--- config.mk ---
export PLATFORM = sky130hd
export DESIGN_NAME = sockit_i2c_slave
export DESIGN_NICKNAME = d
export VERILOG_FILES = /design/src/rtl/sockit_i2c_slave.sv
export SDC_FILE = /design/constraint.sdc
export NUM_CORES = 1
export LEC_CHECK = 0
export ABC_AREA = 1
export ABC_CLOCK_PERIOD_IN_PS = 1800
export BUFFER_PORTS_ARGS = -buffer_cell sky130_fd_sc_hd__buf_2
export CORE_MARGIN = 4
export CORE_UTILIZATION = 52
export DETAILED_ROUTE_END_ITERATION = 16
export GPL_TIMING_DRIVEN = 0
export HOLD_SLACK_MARGIN = 0.12
export PLACE_DENSITY = 0.72
export SYNTH_ARGS = -nofsm -noshare
export SYNTH_HDL_FRONTEND = slang
export SYNTH_SLANG_ARGS = --single-unit
--- constraint.sdc ---
create_clock -name clk -period 1.8 [get_ports clk]
set_clock_uncertainty 0.2 [all_clocks]
set_input_delay 0.09 -clock clk [delete_from_list [all_inputs] [get_ports clk]]
set_output_delay 0.09 -clock clk [all_outputs]
set_load 0.05 [all_outputs]
--- src/rtl/sockit_i2c_slave.sv ---
// ---------------------------------------------------------------------------
// sockit_i2c_slave
//
// I2C slave for the shared open-drain SCL/SDA bus. The pads are sampled in the
// clk domain through a 2-flop synchronizer and a FLT-sample glitch filter.
// START, repeated START and STOP are recognised in every state. Write bytes
// are delivered on rx_vld/rx_dat; read bytes are fetched via tx_req/tx_dat.
// The bus is driven only through pull-low enables (1 = drive 0).
//
// Optional feature macro: SOCKIT_I2C_SLAVE_STRETCH_EN
//   defined   : tx_vld port exists; tx_req is held until tx_vld and SCL is
//               stretched (scl_e=1) while the read byte is outstanding.
//   undefined : no tx_vld port; scl_e tied to 0; tx_req is a 1-cycle pulse
//               and tx_dat is loaded in that same cycle.
//
// Ports:
//   clk, rst_n     system clock (>= 16x SCL), async active-low reset
//   scl_i, sda_i   pad inputs
//   scl_e, sda_e   pull-low enables for SCL (stretching) and SDA
//   busy           high from START to STOP, whatever the address
//   rx_vld, rx_dat received write byte strobe and data
//   tx_req, tx_dat read byte request and data
//   tx_vld         read byte valid (stretch build only)
// ---------------------------------------------------------------------------
module sockit_i2c_slave #(
  parameter logic [6:0] ADR = 7'h2a,
  parameter int         FLT = 3
) (
  input  logic       clk,
  input  logic       rst_n,
  input  logic       scl_i,
  input  logic       sda_i,
  output logic       scl_e,
  output logic       sda_e,
  output logic       busy,
  output logic       rx_vld,
  output logic [7:0] rx_dat,
  output logic       tx_req,
  input  logic [7:0] tx_dat
`ifdef SOCKIT_I2C_SLAVE_STRETCH_EN
  ,
  input  logic       tx_vld
`endif
);

  typedef enum logic [2:0] {IDLE, ADDR, AACK, WDAT, WACK, RDAT, RACK} state_t;

  // Line index 0 = SCL, 1 = SDA.
  logic [1:0]      sync1_q, sync2_q;
  logic [1:0]      flt_q, flt_d;
  logic [1:0]      dly_q;
  logic [1:0][3:0] cnt_q, cnt_d;

  state_t     state_q, state_d;
  logic [2:0] bit_cnt_q, bit_cnt_d;
  logic [7:0] sh_q, sh_d;
  logic       rw_q, rw_d;
  logic       ph_q, ph_d;      // ACK-phase flag: driving ACK / master ACKed
  logic       sda_e_q, sda_e_d;
  logic       busy_q, busy_d;
  logic       rx_vld_q, rx_vld_d;
  logic [7:0] rx_dat_q, rx_dat_d;
  logic       fire;            // falling edge that starts a read byte

`ifdef SOCKIT_I2C_SLAVE_STRETCH_EN
  logic wait_q, wait_d;        // read byte outstanding, SCL stretched
  logic tx_req_q, tx_req_d;
  logic scl_e_q, scl_e_d;
  logic load;
`endif

  // Glitch filter: a new level is accepted after FLT consecutive samples
  // that differ from the current filtered level.
  always_comb begin
    for (int i = 0; i < 2; i++) begin
      flt_d[i] = flt_q[i];
      cnt_d[i] = '0;
      if (sync2_q[i] != flt_q[i]) begin
        if (cnt_q[i] == 4'(FLT - 1)) flt_d[i] = sync2_q[i];
        else                         cnt_d[i] = cnt_q[i] + 4'd1;
      end
    end
  end

  // Bus lines idle high, so the whole input path resets to 1.
  // NOTE: sequential state uses non-blocking assignments so every flop
  // samples the pre-edge values regardless of statement order.
  always_ff @(posedge clk or negedge rst_n) begin
    if (!rst_n) begin
      sync1_q <= 2'b11;
      sync2_q <= 2'b11;
      flt_q   <= 2'b11;
      dly_q   <= 2'b11;
      cnt_q   <= '0;
    end else begin
      sync1_q <= {sda_i, scl_i};
      sync2_q <= sync1_q;
      flt_q   <= flt_d;
      dly_q   <= flt_q;
      cnt_q   <= cnt_d;
    end
  end

  logic scl_f, sda_f, scl_rise, scl_fall, start, stop;
  assign scl_f    = flt_q[0];
  assign sda_f    = flt_q[1];
  assign scl_rise =  scl_f & ~dly_q[0];
  assign scl_fall = ~scl_f &  dly_q[0];
  assign start    =  scl_f & dly_q[0] &  dly_q[1] & ~sda_f;
  assign stop     =  scl_f & dly_q[0] & ~dly_q[1] &  sda_f;

  // NOTE: every signal written here gets a default first, so no path can
  // leave it unassigned and infer a latch.
  always_comb begin
    state_d   = state_q;
    bit_cnt_d = bit_cnt_q;
    sh_d      = sh_q;
    rw_d      = rw_q;
    ph_d      = ph_q;
    sda_e_d   = sda_e_q;
    busy_d    = busy_q;
    rx_vld_d  = 1'b0;
    rx_dat_d  = rx_dat_q;
    fire      = 1'b0;
`ifdef SOCKIT_I2C_SLAVE_STRETCH_EN
    wait_d    = wait_q;
    load      = 1'b0;
`endif

    // Bus conditions win over any bit-level action in the same cycle.
    if (start) begin
      state_d   = ADDR;
      busy_d    = 1'b1;
      sda_e_d   = 1'b0;
      bit_cnt_d = '0;
      ph_d      = 1'b0;
`ifdef SOCKIT_I2C_SLAVE_STRETCH_EN
      wait_d    = 1'b0;
`endif
    end else if (stop) begin
      state_d = IDLE;
      busy_d  = 1'b0;
      sda_e_d = 1'b0;
      ph_d    = 1'b0;
`ifdef SOCKIT_I2C_SLAVE_STRETCH_EN
      wait_d  = 1'b0;
`endif
    end else begin
      unique case (state_q)
        IDLE: ;
        ADDR: if (scl_rise) begin
          sh_d      = {sh_q[6:0], sda_f};
          bit_cnt_d = bit_cnt_q + 3'd1;
          if (bit_cnt_q == 3'd7) begin
            // Mismatch: stay silent until the next START/STOP; busy stays set.
            if (sh_q[6:0] == ADR) begin
              state_d = AACK;
              rw_d    = sda_f;
              ph_d    = 1'b0;
            end else begin
              state_d = IDLE;
            end
          end
        end
        AACK, WACK: if (scl_fall) begin
          if (!ph_q) begin
            sda_e_d = 1'b1;
            ph_d    = 1'b1;
          end else begin
            sda_e_d   = 1'b0;
            ph_d      = 1'b0;
            bit_cnt_d = '0;
            if (state_q == AACK && rw_q) fire = 1'b1;
            else                         state_d = WDAT;
          end
        end
        WDAT: if (scl_rise) begin
          sh_d      = {sh_q[6:0], sda_f};
          bit_cnt_d = bit_cnt_q + 3'd1;
          if (bit_cnt_q == 3'd7) begin
            rx_dat_d = {sh_q[6:0], sda_f};
            rx_vld_d = 1'b1;
            state_d  = WACK;
            ph_d     = 1'b0;
          end
        end
        RDAT: begin
`ifdef SOCKIT_I2C_SLAVE_STRETCH_EN
          if (wait_q) begin
            if (tx_vld) begin
              load    = 1'b1;
              wait_d  = 1'b0;
              sh_d    = tx_dat;
              sda_e_d = ~tx_dat[7];
            end
          end else
`endif
          if (scl_fall) begin
            if (bit_cnt_q == 3'd7) begin
              sda_e_d   = 1'b0;
              state_d   = RACK;
              ph_d      = 1'b0;
              bit_cnt_d = '0;
            end else begin
              sh_d      = {sh_q[6:0], 1'b0};
              sda_e_d   = ~sh_q[6];
              bit_cnt_d = bit_cnt_q + 3'd1;
            end
          end
        end
        RACK: begin
          if (scl_rise) begin
            if (!sda_f) ph_d    = 1'b1;
            else        state_d = IDLE;
          end else if (scl_fall && ph_q) begin
            ph_d = 1'b0;
            fire = 1'b1;
          end
        end
        default: state_d = IDLE;
      endcase

      if (fire) begin
        state_d   = RDAT;
        bit_cnt_d = '0;
`ifdef SOCKIT_I2C_SLAVE_STRETCH_EN
        wait_d    = 1'b1;
        sda_e_d   = 1'b0;
`else
        sh_d      = tx_dat;
        sda_e_d   = ~tx_dat[7];
`endif
      end
    end

`ifdef SOCKIT_I2C_SLAVE_STRETCH_EN
    tx_req_d = wait_d;
    // Holding through the load cycle puts the first bit on SDA before SCL
    // is released.
    scl_e_d  = wait_d | load;
`endif
  end

  always_ff @(posedge clk or negedge rst_n) begin
    if (!rst_n) begin
      state_q   <= IDLE;
      bit_cnt_q <= '0;
      sh_q      <= '0;
      rw_q      <= 1'b0;
      ph_q      <= 1'b0;
      sda_e_q   <= 1'b0;
      busy_q    <= 1'b0;
      rx_vld_q  <= 1'b0;
      rx_dat_q  <= '0;
`ifdef SOCKIT_I2C_SLAVE_STRETCH_EN
      wait_q    <= 1'b0;
      tx_req_q  <= 1'b0;
      scl_e_q   <= 1'b0;
`endif
    end else begin
      state_q   <= state_d;
      bit_cnt_q <= bit_cnt_d;
      sh_q      <= sh_d;
      rw_q      <= rw_d;
      ph_q      <= ph_d;
      sda_e_q   <= sda_e_d;
      busy_q    <= busy_d;
      rx_vld_q  <= rx_vld_d;
      rx_dat_q  <= rx_dat_d;
`ifdef SOCKIT_I2C_SLAVE_STRETCH_EN
      wait_q    <= wait_d;
      tx_req_q  <= tx_req_d;
      scl_e_q   <= scl_e_d;
`endif
    end
  end

  assign sda_e  = sda_e_q;
  assign busy   = busy_q;
  assign rx_vld = rx_vld_q;
  assign rx_dat = rx_dat_q;
`ifdef SOCKIT_I2C_SLAVE_STRETCH_EN
  assign tx_req = tx_req_q;
  assign scl_e  = scl_e_q;
`else
  // Same-cycle request and load; fire is decoded from registered state.
  assign tx_req = fire;
  assign scl_e  = 1'b0;
`endif

endmodule

Yosys cells after proc, flatten, opt, wreduce, memory -nomap -nowiden
Cells that the tools add are included.
{"block": "totals", "ff_bits": 42, "latchBits": 0, "ram_bits": 0, "romBits": 0, "in_bits": 12, "out_inout_bits": 13, "word_cells": 164, "n_memories": 0}
{"block": "classes", "n_addsub": 3, "mul": 0, "div_mod_pow": 0, "magnitude_cmp": 0, "n_eq_ne": 40, "shift": 0, "mux": 71, "bitwise": 15, "reduce_logical": 19}
{"op": "3-bit two-way mux", "n": 22}
{"op": "5-bit != test (second input constant)", "n": 13}
{"op": "4-bit != test (second input constant)", "n": 10}
{"op": "1-bit two-way mux", "n": 34}
{"op": "7-bit two-way mux", "n": 4}
{"op": "3-bit one-hot mux with 6 select lines", "n": 1}
{"op": "6-bit AND reduction", "n": 3}
{"op": "4-bit two-way mux", "n": 4}
{"op": "7-bit one-hot mux with 2 select lines", "n": 1}
{"op": "3-bit equality test (second input constant)", "n": 4}
{"op": "12-bit AND reduction", "n": 1}
{"op": "5-bit nonzero test", "n": 2}
{"op": "3-bit one-hot mux with 3 select lines", "n": 1}
{"op": "9-bit AND reduction", "n": 1}
{"op": "4-bit by 1-bit adder with 4-bit output (second input constant)", "n": 2}
{"op": "4-bit by 2-bit equality test with 1-bit output (second input constant)", "n": 2}
{"op": "1-bit inverter", "n": 8}
{"op": "1-bit AND", "n": 7}
{"op": "7-bit by 6-bit equality test with 1-bit output (second input constant)", "n": 1}
{"op": "7-bit nonzero test", "n": 1}
{"op": "3-bit by 2-bit equality test with 1-bit output (second input constant)", "n": 2}
{"op": "3-bit != test (second input constant)", "n": 2}
{"op": "1-bit one-hot mux with 5 select lines", "n": 1}
{"op": "5-bit AND reduction", "n": 1}
{"op": "other kinds (15)", "n": 20}

Depth between registers and ports, before layout
Gate-level depths: netlist of run 1.
{"block": "depth", "ltp_word": 11, "mapped_depth": 10, "mapped_depth_nobuf": 10}

Worst setup path after synthesis of run 1
Ideal clock, no wire load.
{"block": "synth_path", "path_kind": "register to register", "startpoint": "reg flt_q[1]", "endpoint": "reg sh_q[5]", "setup_time_ns": 0.119, "arrival_time_ns": 1.394, "t_required_ns": 1.481, "path_slack_ns": 0.088, "path_stages_with_launch": 10, "path_buffers": 2, "period_less_slack_ns": 1.712, "path_cell_list": "dfstp_2 > buf_2 > nand2_1 > nor2_1 > nor2_2 > nand4_2 > clkinv_2 > buf_12 > nand2_2 > o21ai_2"}
{"block": "synth_via", "elab_chain_cells": 4, "word_cells_on_any_way": 6, "classes_between": "bitwise (5); reduce/logical (1)"}
{"item": "start, declared", "line": "50", "source": "logic [1:0] flt_q, flt_d;"}
{"item": "start signal, assigned", "line": "98", "source": "flt_q <= flt_d;"}
{"item": "1-bit inverter", "line": "109", "source": "assign start = scl_f & dly_q[0] & dly_q[1] & ~sda_f;"}
{"item": "1-bit AND", "line": "109"}
{"item": "1-bit inverter (no source line)"}
{"item": "6-bit AND reduction (no source line) *"}
{"item": "end signal, assigned", "line": "248", "source": "sh_q <= '0;"}
{"item": "end signal, assigned", "line": "263", "source": "sh_q <= sh_d;"}
{"item": "end, declared", "line": "56", "source": "logic [7:0] sh_q, sh_d;"}
Mark *: on every way between the ends. The rest lies on a longest branch, timed or not.
A chain may end at the register's enable or synchronous reset.

Worst setup path after layout of run 1
{"block": "layout_path", "startpoint": "reg flt_q[0]", "endpoint": "reg state_q[2]"}
{"block": "layout_via", "elab_chain_cells": 11, "word_cells_on_any_way": 31, "classes_between": "eq/ne (12); mux (9); bitwise (8); reduce/logical (2)"}
{"item": "parallel branches: the longest is 11 deep, another holds 12-bit AND reduction"}
{"item": "end signal, assigned", "line": "261", "source": "state_q <= state_d;"}
{"item": "end, declared", "line": "54", "source": "state_t state_q, state_d;"}
Parallel ways; which one is timed is not known. The select of a mux whose other input is x is not followed.

==> metrics.md, run 1 <==
| Metric | Value |
|---|---|
| CTS tree | built |
| Post-synth ARST share | 100% |
| Vias | 1,993 |
| Slowest CP cell | dfstp_2 |
| Largest cells by area after synthesis | dfrtp_1, nand2_1, dfstp_2 |
| Worst vdd ir | 0.000714 V |
| Post-Syn Area | 2270 sq um |
| CP required | 1.78 ns |
| Num rows | 23 |
| PwrDens | 1170 nW/um^2 |
| Final Instance Area | 2930 sq um |
| Routed Wire Length | 5.22 mm |
| Vias in the first global route | 1,920 |
| PortBufs | 23 |
| PnR worst setup slack | -0.0255 ns |
| Starting DRC count in detailed routing | 133 |
| CP dominant cell by count | nor2_4 |
| Crit start category | flop |
| Max_cap viols | 0 |
| CTS buffer count | 5 |
| CTS Sinks | 42 |
| Worst-path cell chain | buf_4 -> nand3_4 -> nor2_4 -> nor2_4 -> inv_2 -> nor2_4 -> o21ai_2 -> nand3_2 -> nand2_1 -> nand2_1 |
| Initial Util | 55.2% |
| Clk root buf | clkbuf_8 |
| H-tree Lvls | 2 |
| Vias per cell | 5.12 |
| Ys flop type | dfrtp_1 |
| Worst Hold Class | flop to flop |
| IO Pins | 25 |
| Final Wtd Congestion | 0.930 |
| Final ANT Viol Nets | 0 |
| Cells after Synth | 277 |
| Final min period | 1.83 ns |
| Storage element area | 1060 sq um |
| Failing checks | setup timing |
| Post-DP Area | 2450 sq um |
| Core ar. | 4120 sq um |
| Grt total ovfl | 0 |
| Setup TNS | -0.0578 ns |
| Initial antenna violation count | 0 |
| Yosys reg bits | 42 |
| Slew @ Worst Pin | 0.906 ns |
| Critical path class | flop to flop |
| Part of the cycle the worst path needs | 101% |
| Unrepaired setup endpoints after global routing | true |
| Number of flops mapped to enable cells by yosys | 0 |
| Final Hold Violating Endpoints | 0 |
| Register area share after synthesis | 46.7% |
| Final Slew Violations | 0 |
| Crit. End Element | flop |
| Final setup viols | 3 |
| Mapped Nets | 295 |
| WL/cell | 13.4 microns |
| Synth top area share | 37.4% |
| Rel. slew slack | 39.6% |
| Largest net degree at the start of global routing | 43 |
| Hold WS | 0.159 ns |
| Max Freq | 0.548 GHz |
| Crit path arrival time | 1.81 ns |
| Diode count | 0 |
| # DRC | 0 |
| Die height | 74.1 microns |
| Hpwl dp | 3.39 mm |
| Post-synthesis cell type count | 33 |
| Die ar. | 5490 sq um |
| Synth area leader | dfrtp_1 |
| Fillers | 312 |
| Clock transition at the registers of the reported paths | 0.08 ns |
| Syn_area_per_cell | 8.21 sq um |
| Gr usage total | 20.3% |
| Final #Nets | 356 |
| Area growth syn-to-layout | 28.7% |
| Die Wd | 74.1 microns |
| Router iterations before antenna repair | 4 |
| CTS max path bufs | 2 |
| CP Max Fanout | 6 |
| Worst skew pair latency | 0.29 ns |
| Area occupied by multi-input gates | 1120 sq um |
| Global-route wire length before repair | 8.44 mm |
| P_leak | 1.47 nW |
| Status | finished, violations left |
| CP peak stage delay | 0.57 ns |
| Layout cells sized above 1 | 34.2% |
| Pwr Total | 3.43 mW |
| Synthesis Warnings | 0 |
cells in the mapped netlist, types with 2 or more instances:
cell / n
nand2_1: 76
dfrtp_1: 34
nor2_1: 29
inv_1: 28
o21ai_0: 22
nand3_1: 13
dfstp_2: 8
o21ai_2: 8
ha_1: 6
nand3_2: 6
inv_2: 5
nand4_1: 5
nand2_2: 4
a21oi_1: 3
nor2_2: 3
nor3_1: 3
o21ai_1: 3
buf_2: 2
buf_6: 2
nor2_4: 2
xnor2_1: 2
xor2_1: 2
final cells by class:
| type | count | share of cell area [%] |
|---|---|---|
| Sequential cell | 42 | 36.3 |
| Clock inverter | 1 | 0.257 |
| Multi-Input combinational cell | 194 | 38.1 |
| Inverter | 35 | 4.83 |
| Tap cell | 50 | 2.14 |
| Buffer | 6 | 2.39 |
| Timing Repair Buffer | 54 | 13.3 |
| Clock buffer | 7 | 2.61 |
per-stage QoR:
step           worst slack, ns  cells  util (%)
2_1_floorplan           0.0875    277         -
3_3_place_gp            -0.154    350      59.6
3_5_place_dp            -0.168    350      59.6
4_1_cts                0.00667    382      68.1
5_1_grt                 -0.135    389      71.1
6_report               -0.0255    389      71.1
metal layers:
layer  share of wire [%]  track usage (%)  vias to the layer above  wire [microns]
met5                   0                0                        -               0
met4                 2.5             9.26                        0             129
met3                 5.0             4.32                       12             261
met2                  48             32.7                       55            2490
met1                  45             26.3                      922            2340
li1                    -                -                     1004               -
worst paths after layout:
kind,startpoint,end,slack [ns],cells after the start
max in group asynchronous,rst_n,state_q[0]$_DFFE_PN0P_,0.52,2
hold reg to reg,sync1_q[0]$_DFF_PN1_,sync2_q[0]$_DFF_PN1_,0.16,0
setup reg to reg,flt_q[0]$_DFFE_PN1P_,state_q[2]$_DFFE_PN0P_,-0.03,10
min in group asynchronous,rst_n,cnt_q[2]$_DFF_PN0_,0.26,2
setup / recovery,flt_q[0]$_DFFE_PN1P_,state_q[2]$_DFFE_PN0P_,-0.03,10
hold / removal,sync1_q[0]$_DFF_PN1_,sync2_q[0]$_DFF_PN1_,0.16,0
registers in the layout, summed over array words and instances (netlist names), 2 cells and up:
register / count
sync2_q: 2
cnt_q: 8
state_q: 3
rx_dat: 8
sh_q: 7
sync1_q: 2
bit_cnt_q: 3
dly_q: 2
flt_q: 2
kinds of logic (layout without fill, tap and decap cells):
group / count (synthesis) / count (layout) / synth area share, %
DFF: 42 / 42 / 46.7
and+or+nand+nor: 145 / 145 / 29.6
buffers and inverters: 41 / 103 / 8.59
adders and majority gates: 6 / 6 / 3.30
AOI/OAI and AO/OA: 38 / 38 / 10.1
xor gates and xnor gates: 4 / 4 / 1.54
other: 1 / 1 / 0.165
worst max-delay path, delay by kind of cell (launching register included):
family                 cells  cell delay [ns]
AND/OR/NAND/NOR            7             0.63
AO/OA/AOI/OAI              1             0.09
flip-flops                 1             0.57
buffers and inverters      2             0.24
layout by cell type (no fill, tap or decap), types with 3 or more instances in the layout:
master,Yosys,routed
o21ai_0,22,13
o21ai_2,8,10
ha_1,6,5
nor2_2,3,4
inv_1,28,28
nor3_1,3,3
nand3_1,13,12
inv_2,5,4
buf_4,1,20
nand3_2,6,6
dlygate4sd3_1,0,11
nand2_2,4,8
dfstp_2,8,8
buf_2,2,23
clkbuf_8,0,5
nand4_1,5,5
buf_6,2,3
nor2_1,29,23
nor2_4,2,7
dfrtp_1,34,32
nand2_1,76,71
o21ai_1,3,10
report_power, final:
part	leakage [nW]	internal (mW)	total [mW]	switching, mW
logic	0.910	0.604	1.51	0.910
registers	0.523	1.18	1.33	0.144
clock network	0.0385	0.275	0.593	0.318
timing repair:
| item | CTS | global route |
|---|---|---|
| endpoints found under the hold margin | 44 | 0 |
| resized for setup | 19 | 27 |
| hold buffers | 11 | 0 |
| pin swaps | 4 | 10 |
| setup buffers | 13 | 7 |
| setup endpoints to repair | 16 | 22 |
(Power assumes the default switching activity.)
==> inputs of run 2 (changes only) <==
- ABC_CLOCK_PERIOD_IN_PS: 1800 -> 2050
- CORE_UTILIZATION: 52 -> 55
- PLACE_DENSITY: 0.72 -> 0.73
- clock period: 1.8 -> 2.05 ns (I/O delays scaled with it)
==> metrics.md, run 2 (synthesis results as in run 1) <==
| Metric | Value |
|---|---|
| Worst skew pair latency | 0.30 ns (about the same) |
| Clock transition at the registers of the reported paths | 0.09 ns (about the same) |
| Critical path class | flop to output pin |
| Crit start category | flop |
| Core ar. | 4000 sq um (-2.8%) |
| Diode count | 0 (unchanged) |
| Layout cells sized above 1 | 26.2% (-8.1 points) |
| CTS tree | built |
| CTS max path bufs | 2 (unchanged) |
| Storage element area | 1060 sq um (-0.12%) |
| CP Max Fanout | 10 (+4) |
| CP dominant cell by count | buf_6 |
| Initial Util | 56.8% (+1.6 points) |
| Most common cell after layout, fill and taps aside | nand2_1 |
| Final setup viols | 0 (-3) |
| Final #Nets | 338 (-5.1%) |
| Final min period | 1.96 ns |
| Part of the cycle the worst path needs | 95.7% |
| HP Start | sync1_q[0]$_DFF_PN1_ |
| Clk root buf | clkbuf_8 |
| CP delay by family, top | buffers and inverters |
| CP required | 1.75 ns (-0.03 ns) |
| Router iterations before antenna repair | 4 (unchanged) |
| CTS Sinks | 42 (unchanged) |
| Area growth syn-to-layout | 18.5% |
| Routed Wire Length | 4.62 mm (-11%) |
| Global-route wire length before repair | 8.04 mm (-4.7%) |
| Area occupied by multi-input gates | 1030 sq um (-7.7%) |
| Final Slew Violations | 0 (unchanged) |
| Status | complete, no violations |
| Post-DP Area | 2450 sq um (unchanged) |
| PwrDens | 1050 nW/um^2 (-10%) |
| H-tree Lvls | 2 (unchanged) |
| Final Hold Violating Endpoints | 0 (unchanged) |
| Num rows | 23 (unchanged) |
| Die height | 72.3 microns (-2.5%) |
| Final Wtd Congestion | 0.926 (-0.38%) |
| Initial antenna violation count | 0 (unchanged) |
| Die Wd | 72.3 microns (-2.5%) |
| Slew @ Worst Pin | 0.912 ns (+0.00576 ns) |
| P_leak | 1.37 nW (-6.9%) |
| Worst vdd ir | 0.000763 V (+6.9%) |
| # DRC | 0 (unchanged) |
| Worst-path cell chain | inv_2 -> nand2_1 -> a21oi_2 -> nand2_4 -> inv_4 -> buf_6 -> buf_6 |
| CP peak stage delay | 0.47 ns (-0.10 ns) |
| Grt total ovfl | 0 (unchanged) |
| Crit. End Element | output pin |
| Starting DRC count in detailed routing | 112 (-16%) |
| Worst Hold Class | flop to flop |
| Gr usage total | 19.8% (-0.51 points) |
| IO Pins | 25 (unchanged) |
| WL/cell | 12.5 microns (-7.1%) |
| Vias per cell | 4.98 (-2.8%) |
| Crit path arrival time | 1.66 ns (-0.15 ns) |
| Max_cap viols | 0 (unchanged) |
| CTS buffer count | 5 (unchanged) |
| Most frequent cells in the layout | nand2_1, dfrtp_1, nor2_1, inv_1, buf_2 |
| Rel. slew slack | 39.2% (-0.38 points) |
| FF-to-FF Start | bit_cnt_q[0]$_DFFE_PN0P_ |
| Final Instance Area | 2690 sq um (-8.0%) |
| Vias in the first global route | 1,828 (-4.8%) |
| Final ANT Viol Nets | 0 (unchanged) |
| Setup TNS | 0 ns (+0.0578 ns) |
| PortBufs | 23 (unchanged) |
| Die ar. | 5230 sq um (-4.9%) |
| CP bufs+invs | 4 (+2) |
| Worst setup startpoint | state_q[0]$_DFFE_PN0P_ |
| Unrepaired setup endpoints after global routing | false |
| Max Freq | 0.510 GHz |
| Largest net degree at the start of global routing | 43 (unchanged) |
| Slowest CP cell | dfrtp_2 |
| Vias | 1,848 (-7.3%) |
| Hpwl dp | 3.28 mm (-3.2%) |
| Fillers | 350 (+12%) |
-- run 2: changes by cell type in the layout (fill, tap and decap cells not counted), sizes merged --
cell    change
clkinv      +2
buf        -19
inv         -1
-- run 2: cell type report --
type	instances	area share (%)
sequential	42	39.4
multi-input combinational	194	38.2
timing repair buffer	36	9.15
inverter	35	5.02
clock buffer	6	3.07
buffer	6	2.32
tap	50	2.32
clock inverter	2	0.464
-- run 2: what timing repair did --
action | CTS | global route
hold buffers | 11 | 0
endpoints found under the setup margin | 1 | 8
hold endpoints to repair | 44 | 0
resized for setup | 2 | 5
buffers inserted | 0 | 2
-- run 2: routing by layer --
metal	vias to the layer above	GRT usage [%]	part of all wire, %
li1	966	-	-
met1	838	26.3	47
met2	39	32.0	46
met3	5	4.57	4.9
met4	0	6.68	1.3
met5	-	0	0
-- run 2: metrics by stage --
step                      setup slack (ns)  hold WS (ns)  util, %  total power, mW  cells
after floorplan                      0.338        -0.393        -             1.98    277
after global placement              0.0795       0.00733     61.3             2.19    350
after detailed placement             0.114       0.00937     61.3             2.21    350
after CTS                           0.0263         0.156     66.6             2.80    369
after global routing                0.0210         0.160     67.3             3.03    371
final                               0.0883         0.158     67.3             2.84    371
-- run 2: worst paths after layout --
kind,end,slack (ns),cells after the start
hold reg to reg,sync2_q[0]$_DFF_PN1_,0.16,0
hold / removal,sync2_q[0]$_DFF_PN1_,0.16,0
max in group asynchronous,state_q[0]$_DFFE_PN0P_,0.76,2
setup / recovery,tx_req,0.09,7
setup reg to reg,sh_q[0]$_DFFE_PN0P_,0.17,8
min in group asynchronous,cnt_q[4]$_DFF_PN0_,0.27,2
-- run 2: power breakdown --
part / leakage [nW] / internal [mW] / switching (mW)
clock: 0.0472 / 0.271 / 0.304
sequential: 0.525 / 1.04 / 0.139
combinational: 0.798 / 0.393 / 0.691
